$ cat src/rtl/prog_run_ctrl.sv
// prog_run_ctrl: program-execution controller sitting between the instruction
// ROM and the control decoder. It owns the program counter, the Start/Ack run
// handshake and the executed-cycle counter. At Start it jumps to the base
// address of the selected program slot. While running it supports absolute
// jumps and signed relative branches, and it stops on the all-ones halt word.
//
// Optional feature: define PROG_RUN_CTRL_WATCHDOG_EN to end a run when the
// cycle counter reaches MAXCYC. Such a run reports Timeout=1. Without the
// macro, Timeout is tied low, runs are unbounded and CycleCt saturates.
//
// Ports:
//   Clk          in   1            clock, rising edge
//   Reset        in   1            synchronous, active-high reset
//   Start        in   1            run request (ignored while running)
//   ProgSel      in   log2(NPROG)  program slot, taken with an accepted Start
//   Instruction  in   IW           ROM word at ProgCtr; all ones = halt
//   BranchAbs    in   1            absolute jump to Target
//   BranchRelEn  in   1            relative branch, taken when ALU_flag=1
//   ALU_flag     in   1            ALU zero flag
//   Target       in   PW           jump address or signed branch offset
//   ProgCtr      out  PW           program counter (registered)
//   Busy         out  1            run in progress
//   Ack          out  1            run finished
//   CycleCt      out  CW           executed-cycle count of current/last run
//   Timeout      out  1            last run was ended by the watchdog
module prog_run_ctrl #(
    parameter int          PW          = 10,
    parameter int          IW          = 9,
    parameter int          CW          = 16,
    parameter int          NPROG       = 4,
    parameter int          PROG_STRIDE = 256,
    parameter int unsigned MAXCYC      = 32'h0000_FFF0
) (
    input  logic                     Clk,
    input  logic                     Reset,
    input  logic                     Start,
    input  logic [$clog2(NPROG)-1:0] ProgSel,
    input  logic [IW-1:0]            Instruction,
    input  logic                     BranchAbs,
    input  logic                     BranchRelEn,
    input  logic                     ALU_flag,
    input  logic [PW-1:0]            Target,
    output logic [PW-1:0]            ProgCtr,
    output logic                     Busy,
    output logic                     Ack,
    output logic [CW-1:0]            CycleCt,
    output logic                     Timeout
);

    typedef enum logic [1:0] {
        IDLE = 2'd0,
        RUN  = 2'd1,
        DONE = 2'd2
    } state_t;

    state_t                state;
    logic [PW-1:0]         pc;
    logic [CW-1:0]         cyc;
    logic                  is_halt;
    logic [CW-1:0]         cyc_inc;
    logic [31:0]           start_full;
    logic [PW-1:0]         start_pc;
    logic signed [PW-1:0]  rel_off;
    logic [PW-1:0]         pc_next;

    assign is_halt = (Instruction == {IW{1'b1}});

    // Cycle counter sticks at all ones instead of wrapping.
    assign cyc_inc = (cyc == {CW{1'b1}}) ? cyc : cyc + CW'(1);

    // Slot base address, truncated to the program-counter width.
    assign start_full = 32'(ProgSel) * 32'(PROG_STRIDE);
    assign start_pc   = start_full[PW-1:0];

    // Two's-complement offset: a plain PW-bit add modulo 2^PW gives the
    // signed result, so the sum needs no sign extension.
    assign rel_off = signed'(Target);

    always_comb begin
        pc_next = pc + PW'(1);
        if (BranchAbs) begin
            pc_next = Target;
        end else if (BranchRelEn && ALU_flag) begin
            pc_next = pc + unsigned'(rel_off);
        end
    end

`ifdef PROG_RUN_CTRL_WATCHDOG_EN
    logic timeout_r;
    logic limit_hit;

    assign limit_hit = (cyc_inc == CW'(MAXCYC));

    always_ff @(posedge Clk) begin
        if (Reset) begin
            state     <= IDLE;
            pc        <= '0;
            cyc       <= '0;
            timeout_r <= 1'b0;
        end else begin
            case (state)
                IDLE, DONE: begin
                    if (Start) begin
                        state     <= RUN;
                        pc        <= start_pc;
                        cyc       <= '0;
                        timeout_r <= 1'b0;
                    end
                end
                RUN: begin
                    // Halt takes precedence over the watchdog limit.
                    if (is_halt) begin
                        state <= DONE;
                    end else begin
                        cyc <= cyc_inc;
                        if (limit_hit) begin
                            state     <= DONE;
                            timeout_r <= 1'b1;
                        end else begin
                            pc <= pc_next;
                        end
                    end
                end
                default: state <= IDLE;
            endcase
        end
    end

    assign Timeout = timeout_r;
`else
    always_ff @(posedge Clk) begin
        if (Reset) begin
            state <= IDLE;
            pc    <= '0;
            cyc   <= '0;
        end else begin
            case (state)
                IDLE, DONE: begin
                    if (Start) begin
                        state <= RUN;
                        pc    <= start_pc;
                        cyc   <= '0;
                    end
                end
                RUN: begin
                    // The halt word freezes the PC on its own address.
                    if (is_halt) begin
                        state <= DONE;
                    end else begin
                        cyc <= cyc_inc;
                        pc  <= pc_next;
                    end
                end
                default: state <= IDLE;
            endcase
        end
    end

    assign Timeout = 1'b0;
`endif

    assign ProgCtr = pc;
    assign CycleCt = cyc;
    assign Busy    = (state == RUN);
    assign Ack     = (state == DONE);

endmodule

$ cat config.mk
export PLATFORM = sky130hd
export DESIGN_NAME = prog_run_ctrl
export DESIGN_NICKNAME = d
export VERILOG_FILES = /design/src/rtl/prog_run_ctrl.sv
export SDC_FILE = /design/constraint.sdc
export NUM_CORES = 1
export LEC_CHECK = 0
export ABC_AREA = 1
export CORE_MARGIN = 1.5
export CORE_UTILIZATION = 35
export CTS_CLUSTER_SIZE = 30
export DETAILED_ROUTE_END_ITERATION = 8
export PLACE_DENSITY = 0.62
export SLEW_MARGIN = 20
export SYNTH_ARGS = -nofsm -noshare
export SYNTH_HDL_FRONTEND = slang
export SYNTH_SLANG_ARGS = --single-unit
$ cat constraint.sdc
create_clock -name Clk -period 2.35 [get_ports Clk]
set_clock_uncertainty 0.05 [all_clocks]
set_input_delay 0.47 -clock Clk [delete_from_list [all_inputs] [get_ports Clk]]
set_output_delay 0.47 -clock Clk [all_outputs]
set_load 0.02 [all_outputs]
---- Word-level counts from Yosys, hierarchy flattened ----
Cells that the tools add are included.
storage, ports and cells
  register bits ........................... 28
  input port bits ......................... 27
  output and inout bits ................... 29
  word-level logic and storage cells ...... 33
cells by class
  add/sub/neg operators ................... 3
  eq/ne operators ......................... 8
  mux-type cells .......................... 12
  reduce and logical (&&, ||, !) cells .... 7
operators by type and width
  cell                   number
  $mux 16                3
  $mux 10                4
  $pmux 16 s2            1
  $pmux 10 s2            1
  $add 16x1->16 const B  1
  $eq 16x16->1 const B   1
  $add 10x1->10 const B  1
  $add 10x10->10         1
  $eq 9x9->1 const B     1
  $ne 2x2->1 const B     3
  $mux 2                 2
  $pmux 2 s2             1
  $reduce_and 4->1       1
  $reduce_and 3->1       1
  $eq 2x1->1 const B     1
  $eq 2x2->1 const B     1
  $logic_not 2->1        1
  $ne 2x1->1 const B     1
  $reduce_and 2->1       1
  $reduce_bool 2->1      1
  $reduce_or 2->1        1
  $logic_and 1x1->1      1

---- Longest topological paths before layout ----
  depth after elaboration ................. 5
  gate-level depth with buffers ........... 13
  gate-level depth less buffers ........... 13

---- Worst setup path before layout ----
OpenSTA, ideal clock, no wires.
  path type ............................... input -> register
  start point ............................. in BranchRelEn
  end point ............................... reg pc[6], in the netlist ProgCtr[6]
  library setup time ...................... 0.132 ns
  data arrival time ....................... 2.027 ns
  data required time ...................... 2.168 ns
  slack ................................... 0.140 ns
  stages on the path ...................... 11
  buffers on the path ..................... 0
  cell sequence ........................... nand2_1 or2_2 ha_1 fa_1 nand2_1 nand3_1 nand3b_1 a21o_1 nand3_1 nand2_1 a21oi_1
between the ends
  cells in the longest elaborated chain, start to end .. 5
ends and longest elaborated chain
  item                  RTL line  text
  start, declared       40        input logic BranchRelEn,
  $logic_and 1x1->1     83        end else if (BranchRelEn && ALU_flag) begin
  $mux 10               83
  $mux 10               81        if (BranchAbs) begin
  $mux 10               147       if (is_halt) begin
  $pmux 10 s2           137       case (state)
  end signal, assigned  141       pc <= start_pc;
  end signal, assigned  151       pc <= pc_next;
  end, declared         57        logic [PW-1:0] pc;
No other way between the ends. The select of a mux whose other input is x is not followed.
A chain may end at the register's enable or synchronous reset.

---- Worst setup path after layout ----
  start point ............................. in Target[0]
  end point ............................... reg pc[6], in the netlist ProgCtr[6]
between the ends
  cells in the longest elaborated chain, start to end .. 5
ends and longest elaborated chain
  item             RTL line  text
  start, declared  42        input logic [PW-1:0] Target,
  $add 10x10->10   84        pc_next = pc + unsigned'(rel_off);
  $mux 10          83
  $mux 10          81
  $mux 10          147
  $pmux 10 s2      137
No other way between the ends. The select of a mux whose other input is x is not followed.

==> metrics.txt <==
height of the die 81.6 um; Tcrit/Tclk final 0.958; RSZ-0062 raised after global routing no; Final Cell Area 2980 sq um; DP Area 2860 sq um; initial antenna violation count 0; # setup viols final 0; largest net degree at the start of global routing 22; Fin. Hold Viols 0; Post-synth top cells 82 x nand2_1, 59 x nor2_1, 36 x inv_1; count leader, synth nand2_1; initial DRC count 139; CORE AREA 5960 sq um; routability cong. 0.867; Antenna Cells 0; Net Count, Synth 379; share of post-route cells with drive strength above 1 0.131; DP Cell Count 477; Remaining DRCs 0; status finished, final reports clean; Top delay family on crit path simple AND/OR/NAND/NOR gates; clock root buffer master clkbuf_8; Data required, critical path 2.47 ns; WP data arrival 2.37 ns; overall global routing resource usage 0.187; critical path's slowest cell clkdlybuf4s50_1; Area contributors post-synth dfxtp_1 26%, nand2_1 14%, nor2_1 10%, inv_1 6.3%, a21oi_1 6.0%; CTS tree done; syn_area_per_cell 6.34 sq um; Hold-fix buffers, CTS 0; Worst Path Buf+Inv 1; CP endpoint kind register; chip width 81.6 um; WS Path Type in -> reg; Syn Std Cell Area 2160 sq um; CP max FO 3; row cnt 28; Fmax achieved 444 MHz; crit-path max cell delay 0.41 ns; Port Buffers 54; clock-pin transition on the worst setup and hold timing paths 0.10 ns; Num CTS Buffers 3; vias 2336; Clock Path Buffers 2; fin. max-slew vios 0; Leakage 1.27 nW; Remaining Overflow, GRT 0; Hold WC Path Type reg -> reg; hpwl dp 4440 um; nets 445; number of max-cap violations 0; post-route ant nets 0; DR vias/cell 4.86; Syn. warnings 0; Starting Density 0.363; TritonRoute pass-1 iters 4; Top FF cell, synth dfxtp_1; final worst path period need 2.25 ns; Netlist cell types 32; post-synthesis sequential area ratio 0.259; maximum vdd drop 0.275 mV; setup bufs post-CTS 0; asr flop ratio synth 0; die area 6650 sq um; Syn-to-layout area delta 37.8%; Synth Register Bits 28; first-pass GRT wire length 9840 um; Setup WS post-layout 0.0977 ns; latest clock arrival within the worst-skew pair 0.28 ns; vias in the first global route 2179; Synth Instances 341; pwr/cell area 420 nW/um^2; htree depth 1; Post-synth EDFFs 0; Synth top area share 0.259; dpl ws -0.360 ns; worst-path cell chain clkdlybuf4s50_1, or2_2, ha_4, fa_2, nand2_2, nand3_2, nand3b_1, a21o_1, nand3_1, nand2_1, a21oi_2; Finished Layout Cells 481; # IOs 56; post-synth top area cell dfxtp_1; drt total wl 5900 um; CP startpoint kind input port; WL/cell 12.3 um; Sink Count 28
## worst reg2reg max path, cell delays in order (launching register included)
cell and delay [ns]:
dfxtp_1 0.46, ha_1 0.23, nand2_1 0.07, inv_1 0.10, nand3_4 0.10, nor2_4 0.16, nand4_4 0.15, nand2_4 0.23
inv_2 0.15, nor2_1 0.11, nor2_1 0.05, nor2_1 0.07
## what timing repair did
action	in CTS	in global routing
pin swaps	0	3
endpoints found under the setup margin	4	7
gates resized for setup	2	11
## logic make-up after synthesis
group                    Yosys count  synth area share
adder cells (fa/ha/maj)           11            0.0672
other                              1           0.00174
XOR/XNOR                          12            0.0486
flip-flops                        28             0.259
AND/OR/NAND/NOR                  192             0.395
buffers and inverters             48            0.0926
AO/OA/AOI/OAI                     49             0.135
## state kept, by name, summed over array words and instances (netlist names)
name     cells
state        2
ProgCtr     10
CycleCt     16
## report_power, final
group / leakage [nW] / switching (mW) / internal [mW] / total (mW)
registers: 0.228 / 0.0209 / 0.493 / 0.514
clock network: 0.0357 / 0.173 / 0.228 / 0.401
logic: 1.00 / 0.183 / 0.152 / 0.335
## area by class of cell
type                       instances  area, sq um
clock inverter                     1         30.0
tap                               75         93.8
sequential                        28          561
clock buffer                       3         41.3
timing repair buffer              69          658
inverter                          40          150
fill                             626         2980
multi-input combinational        265         1440
## layout by cell type, fill, tap and decap left out, drive strengths merged, types with 2 or more instances in the layout
| cell type | instances |
|---|---|
| buf | 15 |
| dlymetal6s2s | 2 |
| or2 | 2 |
| dfxtp | 28 |
| ha | 10 |
| inv | 40 |
| a21oi | 36 |
| clkbuf | 3 |
| nand2 | 86 |
| nand3 | 26 |
| nand4 | 10 |
| nor2 | 60 |
| xnor2 | 6 |
| nand3b | 2 |
| xor2 | 6 |
| o21ai | 9 |
| nor3 | 6 |
| clkdlybuf4s50 | 52 |
## through the flow
step / hold WS (ns) / TNS, ns / utilization / power (mW)
floorplan: 0.498 / 0 / - / 0.704
global placement: 0.433 / -1.75 / 0.480 / 0.846
detailed placement: 0.429 / -2.12 / 0.480 / 0.851
CTS: 0.448 / 0 / 0.493 / 1.25
global route: 0.478 / 0 / 0.500 / 1.31
finish: 0.445 / 0 / 0.500 / 1.25
## metal layers
layer,wire [um],global-route usage,vias to the layer above,share of wire
met5,0,0,-,0
met4,34,0.0356,0,0.0058
met3,376,0.0244,2,0.064
met2,2620,0.312,66,0.44
met1,2870,0.258,1044,0.49
li1,-,-,1224,-
## path summary, 6_finish.rpt
kind,from,endpoint,slack [ns],depth (start not counted)
hold reg to reg,ProgCtr[3],ProgCtr[3],0.44,2
setup / recovery,Target[0],ProgCtr[6],0.1,11
hold / removal,ProgCtr[3],ProgCtr[3],0.44,2
setup reg to reg,CycleCt[0],CycleCt[13],0.37,11
Power figures use the tool's default switching activity.
